## config.mk

```make
export PLATFORM = sky130hd
export DESIGN_NAME = regfile_read_arbiter_flat
export DESIGN_NICKNAME = d
export VERILOG_FILES = /design/src/rtl/regfile_read_arbiter_pkg.sv /design/src/rtl/regfile_read_arbiter_if.sv /design/src/rtl/regfile_read_arbiter_rr_arbiter2.sv /design/src/rtl/regfile_read_arbiter.sv /design/src/flat_wrapper.sv
export SDC_FILE = /design/constraint.sdc
export NUM_CORES = 1
export LEC_CHECK = 0
export BUFFER_PORTS_ARGS = -buffer_cell sky130_fd_sc_hd__buf_2
export CORE_MARGIN = 2
export CORE_UTILIZATION = 50
export CTS_CLUSTER_DIAMETER = 60
export DETAILED_ROUTE_END_ITERATION = 6
export PLACE_DENSITY = 0.88
export SYNTH_ARGS = -nofsm -noshare
export SYNTH_HDL_FRONTEND = slang
export SYNTH_SLANG_ARGS = --single-unit
export TNS_END_PERCENT = 100
```

## constraint.sdc

```tcl
create_clock -name clk_in -period 2.4 [get_ports clk_in]
set_clock_uncertainty 0.1 [all_clocks]
set_input_delay 0.48 -clock clk_in [delete_from_list [all_inputs] [get_ports clk_in]]
set_output_delay 0.48 -clock clk_in [all_outputs]
set_load 0.05 [all_outputs]
```

## src/rtl/regfile_read_arbiter_pkg.sv

```systemverilog
// Shared constants and the pipeline record used by the register-file read arbiter.
// The record carries one request from acceptance to response.
package regfile_read_arbiter_pkg;

   localparam logic       OWNER_RS     = 1'b0;
   localparam logic       OWNER_LSB    = 1'b1;
   localparam logic [4:0] REG_ZERO     = 5'd0;
   localparam int         RF_TAG_WIDTH = 2;

   typedef logic [RF_TAG_WIDTH-1:0] rf_tag_t;

   // Operand index 0 is rs1, index 1 is rs2.
   typedef struct packed {
      logic             valid;
      logic             owner;
      rf_tag_t          tag;
      logic [1:0]       en;
      logic [1:0][4:0]  rd;
      logic [1:0]       fwd_hit;
      logic [1:0][31:0] fwd_data;
   } pipe_rec_t;

   // True when a commit of rob_rd overwrites an operand this record still needs.
   function automatic logic rob_matches(input logic rob_valid, input logic [4:0] rob_rd,
                                        input logic en, input logic [4:0] rd);
      return rob_valid && (rob_rd != REG_ZERO) && en && (rd == rob_rd);
   endfunction

endpackage

```

## src/rtl/regfile_read_arbiter_if.sv

```systemverilog
// Bundle of requester, register-file, ROB and response signals around the read arbiter.
// master = surrounding core/environment, slave = the arbiter.
interface regfile_read_arbiter_if #(
   parameter int TAG_WIDTH = 2
);
   logic                 rs_req;
   logic                 rs_rs1_en;
   logic                 rs_rs2_en;
   logic [4:0]           rs_rs1;
   logic [4:0]           rs_rs2;
   logic [TAG_WIDTH-1:0] rs_tag;
   logic                 rs_grant;

   logic                 lsb_req;
   logic                 lsb_rs1_en;
   logic                 lsb_rs2_en;
   logic [4:0]           lsb_rs1;
   logic [4:0]           lsb_rs2;
   logic [TAG_WIDTH-1:0] lsb_tag;
   logic                 lsb_grant;

   logic                 to_rf_rs1_flag;
   logic                 to_rf_rs2_flag;
   logic [4:0]           to_rf_rs1;
   logic [4:0]           to_rf_rs2;
   logic [TAG_WIDTH-1:0] to_rf_index;

   logic                 from_rf_rs1_flag;
   logic                 from_rf_rs2_flag;
   logic [TAG_WIDTH-1:0] from_rf_index;
   logic [31:0]          from_rf_rs1;
   logic [31:0]          from_rf_rs2;

   logic                 from_rob;
   logic [4:0]           from_rob_rd;
   logic [31:0]          from_rob_wdata;

   logic                 rsp_valid;
   logic                 rsp_owner;
   logic [TAG_WIDTH-1:0] rsp_tag;
   logic                 rsp_rs1_valid;
   logic                 rsp_rs2_valid;
   logic [31:0]          rsp_rs1;
   logic [31:0]          rsp_rs2;

   modport master (
      output rs_req, rs_rs1_en, rs_rs2_en, rs_rs1, rs_rs2, rs_tag,
      input  rs_grant,
      output lsb_req, lsb_rs1_en, lsb_rs2_en, lsb_rs1, lsb_rs2, lsb_tag,
      input  lsb_grant,
      input  to_rf_rs1_flag, to_rf_rs2_flag, to_rf_rs1, to_rf_rs2, to_rf_index,
      output from_rf_rs1_flag, from_rf_rs2_flag, from_rf_index, from_rf_rs1, from_rf_rs2,
      output from_rob, from_rob_rd, from_rob_wdata,
      input  rsp_valid, rsp_owner, rsp_tag, rsp_rs1_valid, rsp_rs2_valid, rsp_rs1, rsp_rs2
   );

   modport slave (
      input  rs_req, rs_rs1_en, rs_rs2_en, rs_rs1, rs_rs2, rs_tag,
      output rs_grant,
      input  lsb_req, lsb_rs1_en, lsb_rs2_en, lsb_rs1, lsb_rs2, lsb_tag,
      output lsb_grant,
      output to_rf_rs1_flag, to_rf_rs2_flag, to_rf_rs1, to_rf_rs2, to_rf_index,
      input  from_rf_rs1_flag, from_rf_rs2_flag, from_rf_index, from_rf_rs1, from_rf_rs2,
      input  from_rob, from_rob_rd, from_rob_wdata,
      output rsp_valid, rsp_owner, rsp_tag, rsp_rs1_valid, rsp_rs2_valid, rsp_rs1, rsp_rs2
   );

endinterface

```

## src/rtl/regfile_read_arbiter_rr_arbiter2.sv

```systemverilog
// Two-way round-robin arbiter between RS and LSB; on a conflict the requester
// that did not win last time is granted. Grants are combinational.
module rr_arbiter2
   import regfile_read_arbiter_pkg::*;
(
   input  logic clk_in,
   input  logic rst_in,
   input  logic rdy_in,
   input  logic req_rs,
   input  logic req_lsb,
   output logic grant_rs,
   output logic grant_lsb
);

   logic last_owner_reg;

   always_comb begin
      grant_rs  = 1'b0;
      grant_lsb = 1'b0;
      if (rdy_in) begin
         if (req_rs && req_lsb) begin
            grant_rs  = (last_owner_reg == OWNER_LSB);
            grant_lsb = (last_owner_reg == OWNER_RS);
         end else begin
            grant_rs  = req_rs;
            grant_lsb = req_lsb;
         end
      end
   end

   // Reset to LSB so the RS wins the first conflict.
   always_ff @(posedge clk_in) begin
      if (rst_in) begin
         last_owner_reg <= OWNER_LSB;
      end else if (grant_rs) begin
         last_owner_reg <= OWNER_RS;
      end else if (grant_lsb) begin
         last_owner_reg <= OWNER_LSB;
      end
   end

endmodule

```

## src/rtl/regfile_read_arbiter.sv

```systemverilog
// Shares the register file read port between RS and LSB: S1 drives the read,
// S2 waits for the data and catches ROB commits, the response register picks the operand.
module regfile_read_arbiter
   import regfile_read_arbiter_pkg::*;
#(
   parameter int TAG_WIDTH = RF_TAG_WIDTH
) (
   input  logic                  clk_in,
   input  logic                  rst_in,
   input  logic                  rdy_in,
   regfile_read_arbiter_if.slave bus
);

   logic             grant_rs;
   logic             grant_lsb;
   pipe_rec_t        req_rec;
   pipe_rec_t        s1_reg;
   pipe_rec_t        s2_reg;
   pipe_rec_t        s2_next;

   logic [1:0]       to_rf_flag;
   logic [1:0]       fwd_e1;
   logic [1:0][31:0] fwd_data_e1;
   logic [1:0]       fwd_e2;
   logic [1:0]       rf_expect;
   logic [1:0]       rf_flag;
   logic [1:0][31:0] rf_data;
   logic [1:0]       opnd_valid_next;
   logic [1:0][31:0] opnd_data_next;

   logic                 rsp_valid_reg;
   logic                 rsp_owner_reg;
   logic [TAG_WIDTH-1:0] rsp_tag_reg;
   logic [1:0]           rsp_opnd_valid_reg;
   logic [1:0][31:0]     rsp_opnd_data_reg;

   rr_arbiter2 u_arb (
      .clk_in    (clk_in),
      .rst_in    (rst_in),
      .rdy_in    (rdy_in),
      .req_rs    (bus.rs_req),
      .req_lsb   (bus.lsb_req),
      .grant_rs  (grant_rs),
      .grant_lsb (grant_lsb)
   );

   assign bus.rs_grant  = grant_rs;
   assign bus.lsb_grant = grant_lsb;

   always_comb begin
      req_rec = '0;
      if (grant_lsb) begin
         req_rec.valid = 1'b1;
         req_rec.owner = OWNER_LSB;
         req_rec.tag   = bus.lsb_tag;
         req_rec.en    = {bus.lsb_rs2_en, bus.lsb_rs1_en};
         req_rec.rd    = {bus.lsb_rs2, bus.lsb_rs1};
      end else if (grant_rs) begin
         req_rec.valid = 1'b1;
         req_rec.owner = OWNER_RS;
         req_rec.tag   = bus.rs_tag;
         req_rec.en    = {bus.rs_rs2_en, bus.rs_rs1_en};
         req_rec.rd    = {bus.rs_rs2, bus.rs_rs1};
      end
   end

   assign rf_data = {bus.from_rf_rs2, bus.from_rf_rs1};
   assign rf_flag = {bus.from_rf_rs2_flag, bus.from_rf_rs1_flag};

   genvar gi;
   generate
      for (gi = 0; gi < 2; gi++) begin : g_opnd
         // x0 is never read from the file; its value is known.
         assign to_rf_flag[gi] = s1_reg.valid && s1_reg.en[gi] && (s1_reg.rd[gi] != REG_ZERO);

         assign fwd_e1[gi] = rob_matches(bus.from_rob, bus.from_rob_rd,
                                         s1_reg.en[gi], s1_reg.rd[gi]);
         assign fwd_data_e1[gi] = fwd_e1[gi] ? bus.from_rob_wdata : 32'h0;

         assign fwd_e2[gi] = rob_matches(bus.from_rob, bus.from_rob_rd,
                                         s2_reg.en[gi], s2_reg.rd[gi]);
         assign rf_expect[gi] = s2_reg.valid && s2_reg.en[gi] && (s2_reg.rd[gi] != REG_ZERO);

         // Newest value wins: commit at this edge, then the earlier forward, then the file.
         assign opnd_valid_next[gi] = s2_reg.valid && s2_reg.en[gi];
         assign opnd_data_next[gi]  = !opnd_valid_next[gi]        ? 32'h0 :
                                      fwd_e2[gi]                  ? bus.from_rob_wdata :
                                      s2_reg.fwd_hit[gi]          ? s2_reg.fwd_data[gi] :
                                      (s2_reg.rd[gi] == REG_ZERO) ? 32'h0 :
                                                                    rf_data[gi];
      end
   endgenerate

   always_comb begin
      s2_next          = s1_reg;
      s2_next.fwd_hit  = fwd_e1;
      s2_next.fwd_data = fwd_data_e1;
   end

   always_ff @(posedge clk_in) begin
      if (rst_in) begin
         s1_reg             <= '0;
         s2_reg             <= '0;
         rsp_valid_reg      <= 1'b0;
         rsp_owner_reg      <= 1'b0;
         rsp_tag_reg        <= '0;
         rsp_opnd_valid_reg <= '0;
         rsp_opnd_data_reg  <= '0;
      end else if (rdy_in) begin
         s1_reg             <= req_rec;
         s2_reg             <= s2_next;
         rsp_valid_reg      <= s2_reg.valid;
         rsp_owner_reg      <= s2_reg.valid ? s2_reg.owner : 1'b0;
         rsp_tag_reg        <= s2_reg.valid ? s2_reg.tag : '0;
         rsp_opnd_valid_reg <= opnd_valid_next;
         rsp_opnd_data_reg  <= opnd_data_next;
      end
   end

   assign bus.to_rf_rs1_flag = to_rf_flag[0];
   assign bus.to_rf_rs2_flag = to_rf_flag[1];
   assign bus.to_rf_rs1      = s1_reg.rd[0];
   assign bus.to_rf_rs2      = s1_reg.rd[1];
   assign bus.to_rf_index    = s1_reg.tag;

   assign bus.rsp_valid     = rsp_valid_reg;
   assign bus.rsp_owner     = rsp_owner_reg;
   assign bus.rsp_tag       = rsp_tag_reg;
   assign bus.rsp_rs1_valid = rsp_opnd_valid_reg[0];
   assign bus.rsp_rs2_valid = rsp_opnd_valid_reg[1];
   assign bus.rsp_rs1       = rsp_opnd_data_reg[0];
   assign bus.rsp_rs2       = rsp_opnd_data_reg[1];

   // The register file has no back-pressure: a read it was asked for must come back tagged.
   rf_resp_check : assert property (@(posedge clk_in) disable iff (rst_in)
      (rdy_in && (rf_expect != 2'b00)) |->
         (((rf_flag & rf_expect) == rf_expect) && (bus.from_rf_index == s2_reg.tag)));

endmodule

```

## src/flat_wrapper.sv

```systemverilog
// flat-port wrapper written by rule: the top's interface ports become plain ports
module regfile_read_arbiter_flat import regfile_read_arbiter_pkg::*;
#(
   parameter int TAG_WIDTH = RF_TAG_WIDTH
)
  (clk_in, rst_in, rdy_in, bus_rs_req, bus_rs_rs1_en, bus_rs_rs2_en, bus_rs_rs1, bus_rs_rs2, bus_rs_tag, bus_rs_grant, bus_lsb_req, bus_lsb_rs1_en, bus_lsb_rs2_en, bus_lsb_rs1, bus_lsb_rs2, bus_lsb_tag, bus_lsb_grant, bus_to_rf_rs1_flag, bus_to_rf_rs2_flag, bus_to_rf_rs1, bus_to_rf_rs2, bus_to_rf_index, bus_from_rf_rs1_flag, bus_from_rf_rs2_flag, bus_from_rf_index, bus_from_rf_rs1, bus_from_rf_rs2, bus_from_rob, bus_from_rob_rd, bus_from_rob_wdata, bus_rsp_valid, bus_rsp_owner, bus_rsp_tag, bus_rsp_rs1_valid, bus_rsp_rs2_valid, bus_rsp_rs1, bus_rsp_rs2);
  regfile_read_arbiter_if #(.TAG_WIDTH(TAG_WIDTH)) bus_i ();
  input  logic clk_in;
  input  logic rst_in;
  input  logic rdy_in;
  input wire logic [$bits(bus_i.rs_req)-1:0] bus_rs_req;
  input wire logic [$bits(bus_i.rs_rs1_en)-1:0] bus_rs_rs1_en;
  input wire logic [$bits(bus_i.rs_rs2_en)-1:0] bus_rs_rs2_en;
  input wire logic [$bits(bus_i.rs_rs1)-1:0] bus_rs_rs1;
  input wire logic [$bits(bus_i.rs_rs2)-1:0] bus_rs_rs2;
  input wire logic [$bits(bus_i.rs_tag)-1:0] bus_rs_tag;
  output wire logic [$bits(bus_i.rs_grant)-1:0] bus_rs_grant;
  input wire logic [$bits(bus_i.lsb_req)-1:0] bus_lsb_req;
  input wire logic [$bits(bus_i.lsb_rs1_en)-1:0] bus_lsb_rs1_en;
  input wire logic [$bits(bus_i.lsb_rs2_en)-1:0] bus_lsb_rs2_en;
  input wire logic [$bits(bus_i.lsb_rs1)-1:0] bus_lsb_rs1;
  input wire logic [$bits(bus_i.lsb_rs2)-1:0] bus_lsb_rs2;
  input wire logic [$bits(bus_i.lsb_tag)-1:0] bus_lsb_tag;
  output wire logic [$bits(bus_i.lsb_grant)-1:0] bus_lsb_grant;
  output wire logic [$bits(bus_i.to_rf_rs1_flag)-1:0] bus_to_rf_rs1_flag;
  output wire logic [$bits(bus_i.to_rf_rs2_flag)-1:0] bus_to_rf_rs2_flag;
  output wire logic [$bits(bus_i.to_rf_rs1)-1:0] bus_to_rf_rs1;
  output wire logic [$bits(bus_i.to_rf_rs2)-1:0] bus_to_rf_rs2;
  output wire logic [$bits(bus_i.to_rf_index)-1:0] bus_to_rf_index;
  input wire logic [$bits(bus_i.from_rf_rs1_flag)-1:0] bus_from_rf_rs1_flag;
  input wire logic [$bits(bus_i.from_rf_rs2_flag)-1:0] bus_from_rf_rs2_flag;
  input wire logic [$bits(bus_i.from_rf_index)-1:0] bus_from_rf_index;
  input wire logic [$bits(bus_i.from_rf_rs1)-1:0] bus_from_rf_rs1;
  input wire logic [$bits(bus_i.from_rf_rs2)-1:0] bus_from_rf_rs2;
  input wire logic [$bits(bus_i.from_rob)-1:0] bus_from_rob;
  input wire logic [$bits(bus_i.from_rob_rd)-1:0] bus_from_rob_rd;
  input wire logic [$bits(bus_i.from_rob_wdata)-1:0] bus_from_rob_wdata;
  output wire logic [$bits(bus_i.rsp_valid)-1:0] bus_rsp_valid;
  output wire logic [$bits(bus_i.rsp_owner)-1:0] bus_rsp_owner;
  output wire logic [$bits(bus_i.rsp_tag)-1:0] bus_rsp_tag;
  output wire logic [$bits(bus_i.rsp_rs1_valid)-1:0] bus_rsp_rs1_valid;
  output wire logic [$bits(bus_i.rsp_rs2_valid)-1:0] bus_rsp_rs2_valid;
  output wire logic [$bits(bus_i.rsp_rs1)-1:0] bus_rsp_rs1;
  output wire logic [$bits(bus_i.rsp_rs2)-1:0] bus_rsp_rs2;
  assign bus_i.rs_req = bus_rs_req;
  assign bus_i.rs_rs1_en = bus_rs_rs1_en;
  assign bus_i.rs_rs2_en = bus_rs_rs2_en;
  assign bus_i.rs_rs1 = bus_rs_rs1;
  assign bus_i.rs_rs2 = bus_rs_rs2;
  assign bus_i.rs_tag = bus_rs_tag;
  assign bus_rs_grant = bus_i.rs_grant;
  assign bus_i.lsb_req = bus_lsb_req;
  assign bus_i.lsb_rs1_en = bus_lsb_rs1_en;
  assign bus_i.lsb_rs2_en = bus_lsb_rs2_en;
  assign bus_i.lsb_rs1 = bus_lsb_rs1;
  assign bus_i.lsb_rs2 = bus_lsb_rs2;
  assign bus_i.lsb_tag = bus_lsb_tag;
  assign bus_lsb_grant = bus_i.lsb_grant;
  assign bus_to_rf_rs1_flag = bus_i.to_rf_rs1_flag;
  assign bus_to_rf_rs2_flag = bus_i.to_rf_rs2_flag;
  assign bus_to_rf_rs1 = bus_i.to_rf_rs1;
  assign bus_to_rf_rs2 = bus_i.to_rf_rs2;
  assign bus_to_rf_index = bus_i.to_rf_index;
  assign bus_i.from_rf_rs1_flag = bus_from_rf_rs1_flag;
  assign bus_i.from_rf_rs2_flag = bus_from_rf_rs2_flag;
  assign bus_i.from_rf_index = bus_from_rf_index;
  assign bus_i.from_rf_rs1 = bus_from_rf_rs1;
  assign bus_i.from_rf_rs2 = bus_from_rf_rs2;
  assign bus_i.from_rob = bus_from_rob;
  assign bus_i.from_rob_rd = bus_from_rob_rd;
  assign bus_i.from_rob_wdata = bus_from_rob_wdata;
  assign bus_rsp_valid = bus_i.rsp_valid;
  assign bus_rsp_owner = bus_i.rsp_owner;
  assign bus_rsp_tag = bus_i.rsp_tag;
  assign bus_rsp_rs1_valid = bus_i.rsp_rs1_valid;
  assign bus_rsp_rs2_valid = bus_i.rsp_rs2_valid;
  assign bus_rsp_rs1 = bus_i.rsp_rs1;
  assign bus_rsp_rs2 = bus_i.rsp_rs2;
  regfile_read_arbiter #(.TAG_WIDTH(TAG_WIDTH)) u_core (.clk_in(clk_in), .rst_in(rst_in), .rdy_in(rdy_in), .bus(bus_i));
endmodule
```

* Word level (Yosys, flattened, before mapping)
Index checks and enable logic that the tools add are counted.
** Word-level totals
- Input bits :: 139
- Bits in registers :: 169
- Word-level logic and storage cells :: 69
- Output and inout port bits :: 86
** Cells by class
- Bitwise operators :: 1
- Reductions and logical operators :: 22
- Equal/unequal tests :: 4
- Muxes and demuxes :: 20
** Operators with widths (count)
- 2-to-1 mux 32 bit :: 10
- 2-to-1 mux 16 bit :: 2
- == test 5 bit :: 4
- logical AND 1 bit :: 16
- nonzero test 5 bit :: 3
- zero test 5 bit :: 2
- 2-to-1 mux 1 bit :: 7
- 2-to-1 mux 2 bit :: 1
- nonzero test 2 bit :: 1
- inverter 1 bit :: 1

* Longest topological paths before layout
Gate-level depths: netlist of run 1.
- Depth after elaboration :: 6
- Depth in mapped cells :: 7
- Mapped depth without buffers :: 4

* Cells and area by module
A second synthesis of run 1 with hierarchy kept.
** Unflattened totals
- Cell total of the unflattened synthesis :: 686
- Area total of the unflattened synthesis :: 6905.4 um^2
** Modules (own cells, without submodules)
- regfile_read_arbiter :: instances 1, area an instance 6846.6 um^2, sequential area each 3363.2 um^2, cells an instance 678
- rr_arbiter2 :: instances 1, area an instance 58.8 um^2, sequential area each 20.0 um^2, cells an instance 8

* Least setup slack after synthesis of run 1
No wires, ideal clock.
- Kind :: in2out
- From :: input rdy_in
- To :: output bus_lsb_grant
- Stages on the path :: 4
- Required time :: 1.820 ns
- Path buffers :: 2
- Data arrival time :: 1.667 ns
- Path slack :: 0.153 ns
- Cell sequence :: buf_2 -> nand2_1 -> a21oi_1 -> clkbuf_1
** Between the ends
- Cells in the longest elaborated chain, start to end :: 1
** RTL lines
- start: declaration :: RTL line flat_wrapper.sv:10 : input logic rdy_in;
- 2-to-1 mux 1 bit :: RTL line regfile_read_arbiter_rr_arbiter2.sv:20 : if (rdy_in) begin
- end: declaration :: RTL line flat_wrapper.sv:24 : output wire logic [$bits(bus_i.lsb_grant)-1:0] bus_lsb_grant;
No other way between the ends.

* Worst setup path after layout of run 1
- From :: register u_core.s1_reg, in the netlist u_core.bus.to_rf_rs2[4]
- To :: output bus_to_rf_rs2_flag
** Between the ends
- Cells in the longest elaborated chain, start to end :: 2
** RTL lines
- start: declaration :: RTL line regfile_read_arbiter.sv:17 : pipe_rec_t s1_reg;
- start signal: assignment :: RTL line regfile_read_arbiter.sv:110 : s1_reg <= req_rec;
- nonzero test 5 bit :: RTL line regfile_read_arbiter.sv:74 : assign to_rf_flag[gi] = s1_reg.valid && s1_reg.en[gi] && (s1_reg.rd[gi] != REG_ZERO);
- logical AND 1 bit :: RTL line regfile_read_arbiter.sv:74
- end: declaration :: RTL line flat_wrapper.sv:26 : output wire logic [$bits(bus_i.to_rf_rs2_flag)-1:0] bus_to_rf_rs2_flag;
No other way between the ends.

==> summary.md, run 1 <==
### Setup path
• **largest incremental delay on the critical path** 0.38 ns
• **setup slack, reg-to-reg** 0.24 ns
• **critical path capture point type** output pin
• **Crit Path Class** flop to output pin
• **highest fanout seen on the critical path** 5
• **length in cells of the worst reg-to-reg path** 4
• **cell-by-cell trace of the critical path** or3_1 -> o311a_1 -> buf_2
• **Worst Path Buf+Inv** 1
• **data required time of the critical path** 1.82 ns
• **R2R Path Start** u_core.s2_reg[70]
• **slowest library cell on the worst path** or3_1
• **Worst EP arrival** 1.67 ns
• **cell family with most CP delay** simple AND/OR/NAND/NOR gates
• **critical path launch point type** flop
• **Critical R2R Capture** u_core.bus.rsp_rs1[31]

### Yosys
• **sequential-to-total area share from yosys stat** 0.4841
• **FF+latch count, synth** 169
• **number of different library cells in the post-synthesis netlist** 40
• **Area contributors post-synth** dfxtp_1, a22o_1, mux2i_1
• **synth warn** 0
• **Avg Cell Area, Syn** 10.45 sq um
• **cell type with the highest aggregate area in the netlist** dfxtp_1
• **Mapped Nets** 808
• **combined area of all synthesized cells** 6989 sq um
• **top-area cell type share of the netlist area** 0.4841
• **number of instances in the synthesized netlist** 669

### STA
• **Worst Max-Slew Pin Slew** 0.6505 ns
• **Period Utilization, post-route** 0.9357
• **final worst path period need** 2.246 ns
• **final number of hold-violating endpoints** 0
• **Worst Hold Margin** 0.1923 ns
• **sum of negative setup slack** 0 ns
• **final max-slew violation count** 0
• **unrepaired setup endpoints after global routing** false
• **relative slew slack** 0.5659
• **Setup Viol. Count Final** 0
• **Fmax** 445.3 MHz

### Final layout
• **fraction of final layout cells sized beyond drive strength 1** 0.3590
• **number of fill cells in the layout** 1121
• **commonest non-fill, non-tap cell in the layout** buf_2
• **post-layout utilization of the core** 0.6378
• **number of inserted diodes** 0
• **final net count** 997
• **most frequent cells in the layout** buf_2, dfxtp_1, nand2_1
• **combined area of the multi-input logic cells** 3253 sq um
• **area overhead of the layout relative to synthesis** 25.69%
• **max FFs per register** 82
• **register cell area after layout** 3386 sq um
• **final instance area** 8785 sq um

### Clocking
• **maximum level of the CTS H-tree** 4
• **Inserted Clock Buffers** 17
• **CTS tree** built
• **library cell used as clock root buffer** clkbuf_16
• **post-CTS clock slew at the launch and capture registers of the worst setup and hold paths** 0.06 ns
• **Worst-Skew Late Latency** 0.43 ns
• **Post CTS Setup Buffer Count** 0
• **# clock sinks** 169
• **Max Buffers Root-to-Sink** 2
• **total of hold buffers inserted after clock tree synthesis** 0

### Die
• **die outline width** 122.2 um
• **starting density of the core** 0.5074
• **number of top-level design ports** 225
• **die outline area** 14940 sq um
• **Die H** 122.2 um
• **placement row count** 43
• **placeable core area** 13770 sq um

### Power
• **power density cells** 669.9 nW/um^2
• **cell leakage power** 0.003826 uW
• **Peak supply drop** 0.4710 mV

### Worst hold path
• **depth of the worst hold-timing path** 3
• **capture endpoint of the worst hold path** u_core.bus.to_rf_rs1[4]
• **path category of the worst min-delay check** primary input to flop
• **launch instance of the worst min-delay path** bus_rs_rs1[4]

### Global routing
• **maximum number of pins on one net before global-route repair** 73
• **gr ovfl total** 0
• **antenna violations before repair** 0
• **first-pass GRT wire length** 29740 um
• **vias in the first global route** 5729
• **overall global routing resource usage** 0.2548

### Route
• **sum of routed wire length over all layers** 19390 um
• **number of DRC violations after detailed-routing iteration 0** 461
• **post-route DRC violation count** 0
• **Wirelength per Cell** 18.49 um
• **total number of vias** 6140
• **average via count per standard cell** 5.853
• **Final ANT Viol Nets** 0
• **total iterations of the first detailed-routing run** 6

### Place
• **total of buffers placed on input and output ports** 220
• **sum of net half-perimeters after detailed placement** 12880 um
• **routability congestion estimate from global placement** 0.8498
• **post-detailed-placement cell area** 8228 sq um

### Job
• **max-cap viol count** 0

### Status
• **outcome** finished clean

[metal layers]
layer  vias to the layer above  share of wire  track usage
li1                       2860              -            -
met1                      2987           0.42       0.3300
met2                       270           0.49       0.4163
met3                        23          0.076      0.05994
met4                         0          0.014      0.09052
met5                         -              0            0
[how the worst max path moves through the flow]
stage	startpoint	end	slack, ns	cells past startpoint
floorplan	rdy_in	bus_lsb_grant	0.15	4
global placement	bus_from_rob_rd[1]	u_core.bus.rsp_rs1[8]	0.07	5
detailed placement	bus_from_rob_rd[1]	u_core.bus.rsp_rs1[31]	0.006	5
CTS	u_core.s2_reg[70]	u_core.bus.rsp_rs1[31]	0.008	4
global route	u_core.bus.to_rf_rs2[0]	bus_to_rf_rs2_flag	0.11	3
finish	u_core.bus.to_rf_rs2[4]	bus_to_rf_rs2_flag	0.15	3
[power by group]
group	internal (uW)	switching, uW	total [uW]
clock	1490	1080	2570
combinational	190	258	447
sequential	2830	32.9	2860
total	4520	1370	5880
[area by class of cell]
cell class              instances  share of cell area
well taps                     180             0.02564
flip-flops and latches        169              0.3854
clock buffers                  23             0.05441
repair buffers                243              0.1550
multi-input cells             424              0.3703
clock inverters                 7            0.007976
inverters                       3            0.001282
[Yosys cell counts]
cell type  number
and3b_1         1
o221ai_1       32
and3_1          1
and2_1         34
nand4_1         3
o21a_1          1
dfxtp_1       169
a221o_1        32
or4_4           1
clkbuf_1       35
a22oi_1         5
inv_1           3
nand3_1         1
o311ai_0        1
buf_1           2
a222oi_1       14
nor4_1          1
buf_4          12
xor2_1          2
nor2_1         41
o21a_2          1
buf_6           4
a31o_2          1
nor3_1          2
mux2_2         32
a211oi_1        1
a21oi_1         5
a22o_1         64
nand2_1        69
and4_1          1
or3_1           2
a21o_1          2
or4_1           2
xnor2_1        18
o311a_1         3
mux2i_1        48
o211ai_2        1
o2111ai_1       1
o21ai_0         1
buf_2          20
[worst reg2reg max path, stage by stage, from the launching register on]
cell and delay (ns):
dfxtp_1 0.35, or4_1 0.55, o311ai_0 0.37, a31o_4 0.45, o221ai_1 0.20
[repair_timing]
action                                  CTS  global route
endpoints found under the hold margin     0             0
endpoints found under the setup margin    0            32
gates resized for setup                   0             1
[stage by stage]
step	power, uW	cells	setup slack (ns)
after global placement	3356	1019	0.06695
after floorplan	3177	669	0.1529
final	5885	1049	0.1543
after detailed placement	3366	1019	0.005870
after global routing	6094	1049	0.1065
after CTS	5900	1049	0.007815
[cells by family after synthesis]
family	count (synthesis)	share of synthesized area
simple gates	159	0.1042
buf+inv	76	0.05514
xor+xnor	20	0.02506
flops	169	0.4841
mux	80	0.1203
compound gates	165	0.2112
(Power assumes the default switching activity.)
==> run 2: changes to the inputs <==
- CORE_UTILIZATION: 50 -> 35
- PLACE_DENSITY: 0.88 -> 0.68
- SYNTH_HIERARCHICAL: unset -> 1
==> run 2 against run 1 <==
Against the previous run:
- setup slack worse by 0.11 ns
- clock-buffer cell count down 5
- non-clock buffer count rose by 9
- cell area increased by 2.4%
- critical endpoint unchanged
- largest cell class unchanged
- global-route usage decreased by 6.5 points
- wire length grew 3.9%
- critical path type unchanged
==> summary.md, run 2 <==
### Yosys
• **combined area of all synthesized cells** 6905 sq um
• **Mapped Nets** 825
• **Main synth FF type** dfxtp_1
• **Async SR Flop Fraction** 0
• **FF+latch count, synth** 169
• **synth warn** 6
• **most used standard cell by instance count after synthesis** dfxtp_1
• **leading cell types by count after synthesis** dfxtp_1, mux2i_1, nand2_1, a22o_1, a22oi_1
• **cell type with the highest aggregate area in the netlist** dfxtp_1
• **Avg Cell Area, Syn** 10.07 sq um
• **Area contributors post-synth** dfxtp_1, mux2i_1, a22o_1
• **sequential-to-total area share from yosys stat** 0.4899
• **top-area cell type share of the netlist area** 0.4899
• **number of flops mapped to enable cells by yosys** 0
• **number of instances in the synthesized netlist** 686
• **number of different library cells in the post-synthesis netlist** 39

### STA
• **final number of hold-violating endpoints** 0
• **Worst Slack Setup Final** 0.04227 ns
• **Setup Viol. Count Final** 0
• **Worst Hold Margin** 0.2137 ns
• **unrepaired setup endpoints after global routing** false
• **Fmax** 424.1 MHz
• **sum of negative setup slack** 0 ns
• **final max-slew violation count** 0
• **final worst path period need** 2.358 ns
• **relative slew slack** 0.3008
• **Worst Max-Slew Pin Slew** 1.046 ns
• **Period Utilization, post-route** 0.9824

### Route
• **Final ANT Viol Nets** 0
• **Wirelength per Cell** 17.36 um
• **sum of routed wire length over all layers** 20160 um
• **total iterations of the first detailed-routing run** 5
• **number of DRC violations after detailed-routing iteration 0** 316
• **average via count per standard cell** 5.208
• **total number of vias** 6046
• **post-route DRC violation count** 0

### Global routing
• **maximum number of pins on one net before global-route repair** 79
• **vias in the first global route** 5606
• **gr ovfl total** 0
• **antenna violations before repair** 0
• **first-pass GRT wire length** 30620 um
• **overall global routing resource usage** 0.1896

### Place
• **total of buffers placed on input and output ports** 220
• **routability congestion estimate from global placement** 0.8401
• **DP Worst Slack** -0.1421 ns
• **sum of net half-perimeters after detailed placement** 13540 um
• **post-detailed-placement cell area** 8384 sq um

### Setup path
• **critical path launch point type** flop
• **setup slack, reg-to-reg** 0.15 ns
• **R2R Path Start** u_core/bus.to_rf_rs2[0]
• **Critical R2R Capture** u_core/s2_reg[44]
• **highest fanout seen on the critical path** 4
• **launching instance or port of the critical path** u_core/bus.to_rf_rs2[4]
• **Crit Path Class** flop to output pin
• **critical path capture point type** output pin
• **length in cells of the worst reg-to-reg path** 5
• **Worst EP arrival** 1.78 ns
• **data required time of the critical path** 1.82 ns

### Final layout
• **final instance area** 8994 sq um
• **final net count** 1022
• **most frequent cells in the layout** buf_2, dfxtp_1, mux2i_1
• **max FFs per register** 82
• **post-layout utilization of the core** 0.4636
• **area overhead of the layout relative to synthesis** 30.24%
• **fraction of final layout cells sized beyond drive strength 1** 0.3337
• **commonest non-fill, non-tap cell in the layout** buf_2
• **number of inserted diodes** 0
• **number of fill cells in the layout** 1863

### Die
• **number of top-level design ports** 225
• **die outline width** 144.5 um
• **placeable core area** 19400 sq um
• **Die H** 144.5 um
• **die outline area** 20870 sq um
• **starting density of the core** 0.3560
• **placement row count** 51

### Clocking
• **Inserted Clock Buffers** 17
• **library cell used as clock root buffer** clkbuf_16
• **CTS tree** built
• **Worst-Skew Late Latency** 0.43 ns
• **# clock sinks** 169
• **maximum level of the CTS H-tree** 4
• **post-CTS clock slew at the launch and capture registers of the worst setup and hold paths** 0.07 ns
• **Max Buffers Root-to-Sink** 2
• **Post CTS Setup Buffer Count** 0

### Power
• **power density cells** 686.5 nW/um^2
• **cell leakage power** 0.003770 uW
• **Peak supply drop** 0.4382 mV

### Worst hold path
• **launch instance of the worst min-delay path** bus_from_rf_rs1[7]
• **path category of the worst min-delay check** primary input to flop
• **depth of the worst hold-timing path** 3
• **capture endpoint of the worst hold path** u_core/bus.rsp_rs1[7]

### Status
• **outcome** finished clean

### Job
• **max-cap viol count** 0

## run 2: changes by cell type after synthesis, sizes merged, moves of 6 or more
cell / delta
mux2: -32
and2: -33
mux2i: +33
nor2b: +6
xnor2: -10
a221o: -32
xor2: +10
o21ai: +32
a222oi: -14
a211oi: +14
a22oi: +41
## run 2: timing repair
| item | CTS | global route |
|---|---|---|
| resized for setup | 1 | 2 |
| endpoints found under the setup margin | 1 | 1 |
| hold buffers | 0 | 0 |
| pin swaps | 0 | 0 |
## run 2: cell families after synthesis
family                 count (synthesis)  share of synthesized area
XOR/XNOR                              20                    0.02537
buffers and inverters                 75                    0.05273
AO/OA/AOI/OAI                        204                     0.2270
flip-flops                           169                     0.4899
multiplexers                          81                     0.1174
AND/OR/NAND/NOR                      137                    0.08752
## run 2: routing by layer
layer	vias to the layer above	GRT usage	part of all wire
li1	2936	-	-
met1	2886	0.2599	0.46
met2	202	0.3053	0.47
met3	22	0.03278	0.052
met4	0	0.05774	0.012
met5	-	0	0
## run 2: report_power, final
group | total (uW) | internal (uW) | switching [uW]
Clock | 2830 | 1590 | 1240
Sequential | 2860 | 2830 | 31.7
Combinational | 476 | 196 | 279
## run 2: area by class of cell
cell class                      instances  area (sq um)  area share
Sequential cell                       169          3387      0.3766
Multi-Input combinational cell        442          3209      0.3568
Timing Repair Buffer                  252          1460      0.1624
Clock buffer                           18         439.2     0.04883
Tap cell                              265         331.6     0.03687
Clock inverter                         14         162.7     0.01809
Inverter                                1         3.754   0.0004174
## run 2: through the flow
step                power (uW)  cells
floorplan                 3183    686
global placement          3400   1129
detailed placement        3402   1129
CTS                       6224   1161
global route              6383   1161
finish                    6174   1161
## run 2: worst max path at each step
stage,endpoint,slack (ns),cells past startpoint
after floorplan,u_core/bus.rsp_rs1[21],0.19,7
after global placement,u_core/s2_reg[45],-0.14,7
after detailed placement,u_core/s2_reg[2],-0.14,7
after CTS,bus_to_rf_rs1_flag,0.01,4
after global routing,bus_to_rf_rs2_flag,0.01,4
final,bus_to_rf_rs2_flag,0.04,4
## run 2: critical path, stage by stage (launching register included)
cell and delay (ns):
dfxtp_1 0.34, buf_4 0.15, or3_1 0.36, o311a_1 0.28, buf_2 0.21
==> run 3: changes to the inputs <==
- REMOVE_ABC_BUFFERS: unset -> 1
==> run 3 against run 2 <==
Against the previous run:
- wire length is 3.7% lower
- combinational power is 2% lower
- register-to-register slack better by 0.07 ns
- non-clock buffer count stayed put
- utilization is 0.59 points lower
- via count is 0.31% lower
- cell area is 1.3% lower
- die area stayed put
- sequential share of layout area is 0.47 points higher
- clock power is 6% lower
- critical path type unchanged
- largest power group unchanged
==> summary.md, run 3 (synthesis gave the netlist of run 2 again) <==
### Final layout
• **fraction of final layout cells sized beyond drive strength 1** 0.3304
• **area overhead of the layout relative to synthesis** 28.57%
• **commonest non-fill, non-tap cell in the layout** buf_2
• **final net count** 1022
• **number of inserted diodes** 0
• **most frequent cells in the layout** buf_2, dfxtp_1, mux2i_1
• **final instance area** 8879 sq um
• **post-layout utilization of the core** 0.4577
• **max FFs per register** 82

### Clocking
• **post-CTS clock slew at the launch and capture registers of the worst setup and hold paths** 0.07 ns
• **# clock sinks** 169
• **library cell used as clock root buffer** clkbuf_16
• **CTS tree** built
• **Inserted Clock Buffers** 17
• **Max Buffers Root-to-Sink** 2
• **maximum level of the CTS H-tree** 4
• **Worst-Skew Late Latency** 0.42 ns
• **total of hold buffers inserted after clock tree synthesis** 0

### Power
• **Switching Power** 1583 uW
• **fraction of power spent switching nets** 0.2639
• **Peak supply drop** 0.4564 mV
• **fraction of power consumed by sequential logic** 0.477
• **power density cells** 675.6 nW/um^2
• **fraction of power consumed by combinational cells** 0.077
• **clock share of power** 0.445
• **Cell Int Power** 4415 uW
• **cell leakage power** 0.003733 uW

### Setup path
• **slowest library cell on the worst path** or3_1
• **length in cells of the worst reg-to-reg path** 5
• **setup slack, reg-to-reg** 0.22 ns
• **cell-by-cell trace of the critical path** buf_4 -> or3_1 -> o311a_1 -> buf_2
• **Critical R2R Capture** u_core/s2_reg[36]
• **cell family with most CP delay** simple AND/OR/NAND/NOR gates
• **highest fanout seen on the critical path** 4
• **largest incremental delay on the critical path** 0.36 ns
• **critical path launch point type** flop
• **Crit Path Class** flop to output pin
• **R2R Path Start** u_core/bus.to_rf_rs2[0]
• **Worst Path Buf+Inv** 2
• **Worst EP arrival** 1.76 ns
• **critical path capture point type** output pin
• **data required time of the critical path** 1.82 ns

### Global routing
• **first-pass GRT wire length** 29810 um
• **gr ovfl total** 0
• **vias in the first global route** 5651
• **overall global routing resource usage** 0.1831
• **antenna violations before repair** 3
• **maximum number of pins on one net before global-route repair** 70

### Place
• **sum of net half-perimeters after detailed placement** 12850 um
• **total of buffers placed on input and output ports** 220
• **post-detailed-placement cell area** 8302 sq um
• **routability congestion estimate from global placement** 0.7638

### STA
• **relative slew slack** 0.3013
• **unrepaired setup endpoints after global routing** false
• **Setup Viol. Count Final** 0
• **final worst path period need** 2.336 ns
• **sum of negative setup slack** 0 ns
• **Worst Max-Slew Pin Slew** 1.046 ns
• **final max-slew violation count** 0
• **final number of hold-violating endpoints** 0
• **Fmax** 428.1 MHz
• **Period Utilization, post-route** 0.9732

### Worst hold path
• **capture endpoint of the worst hold path** u_core/s2_reg[18]
• **depth of the worst hold-timing path** 2
• **path category of the worst min-delay check** primary input to flop
• **launch instance of the worst min-delay path** bus_from_rob_wdata[18]

### Route
• **sum of routed wire length over all layers** 19400 um
• **post-route DRC violation count** 0
• **Wirelength per Cell** 16.71 um
• **total iterations of the first detailed-routing run** 5
• **number of DRC violations after detailed-routing iteration 0** 324
• **average via count per standard cell** 5.191
• **Final ANT Viol Nets** 0
• **total number of vias** 6027

### Die
• **Die H** 144.5 um
• **placement row count** 51
• **number of top-level design ports** 225
• **die outline width** 144.5 um
• **die outline area** 20870 sq um
• **placeable core area** 19400 sq um
• **starting density of the core** 0.3560

### Job
• **max-cap viol count** 0

### Status
• **outcome** finished clean

-- run 3: cell types whose count changed in the layout (fill, tap and decap cells not counted), sizes merged --
cell and delta:
bufinv -2, clkbuf -1, clkinvlp -2, inv +5
-- run 3: final cells by class --
cell class / count / area [sq um]
Fill cell: 1895 / 10520
Inverter: 1 / 3.754
Timing Repair Buffer: 252 / 1385
Sequential cell: 169 / 3386
Clock inverter: 15 / 145.1
Multi-Input combinational cell: 442 / 3202
Clock buffer: 17 / 425.4
Tap cell: 265 / 331.6
-- run 3: worst reg2reg max path, delay by kind of cell (launching register included) --
| kind | cells | cell delay [ns] |
|---|---|---|
| compound gates | 1 | 0.27 |
| simple gates | 3 | 1.23 |
| flops | 1 | 0.36 |
| xor+xnor | 1 | 0.17 |
-- run 3: what timing repair did --
item | in CTS | in global routing
buffers inserted | 0 | 0
resized for setup | 0 | 3
setup endpoints to repair | 0 | 1
-- run 3: power by group through the flow --
stage	Combinational [uW]	Sequential (uW)	Clock (uW)
2_1_floorplan	157	2970	0
3_3_place_gp	461	2930	0
3_5_place_dp	464	2930	0
4_1_cts	465	2860	2750
5_1_grt	506	2870	2880
6_report	465	2860	2670
-- run 3: through the flow --
step | worst slack (ns) | power (uW) | std cells | hold slack [ns]
floorplan | -2.849 | 3126 | 612 | 0.3491
global placement | -0.1764 | 3388 | 1129 | 0.3408
detailed placement | -0.1839 | 3391 | 1129 | 0.3419
CTS | 0.03028 | 6081 | 1161 | 0.1860
global route | 0.004994 | 6253 | 1161 | 0.1910
finish | 0.06428 | 5998 | 1161 | 0.2096
-- run 3: how the worst max path moves through the flow --
stage	depth (start not counted)	start	to	slack, ns
3_5_place_dp	6	bus_from_rob_rd[4]	u_core/s2_reg[14]	-0.18
2_1_floorplan	3	rst_in	u_core/bus.rsp_rs1[10]	-2.85
4_1_cts	4	u_core/bus.to_rf_rs2[4]	bus_to_rf_rs2_flag	0.03
5_1_grt	4	u_core/bus.to_rf_rs1[4]	bus_to_rf_rs1_flag	0.005
6_report	4	u_core/bus.to_rf_rs1[4]	bus_to_rf_rs1_flag	0.06
3_3_place_gp	7	bus_from_rob_rd[4]	u_core/s2_reg[48]	-0.18
-- run 3: per-layer routing --
metal | vias to the layer above | global-route usage | wire length (um)
met3 | 14 | 0.05397 | 1397
met5 | - | 0 | 25
met2 | 212 | 0.2956 | 9101
met4 | 4 | 0.04497 | 121
met1 | 2866 | 0.2410 | 8757
li1 | 2931 | - | -
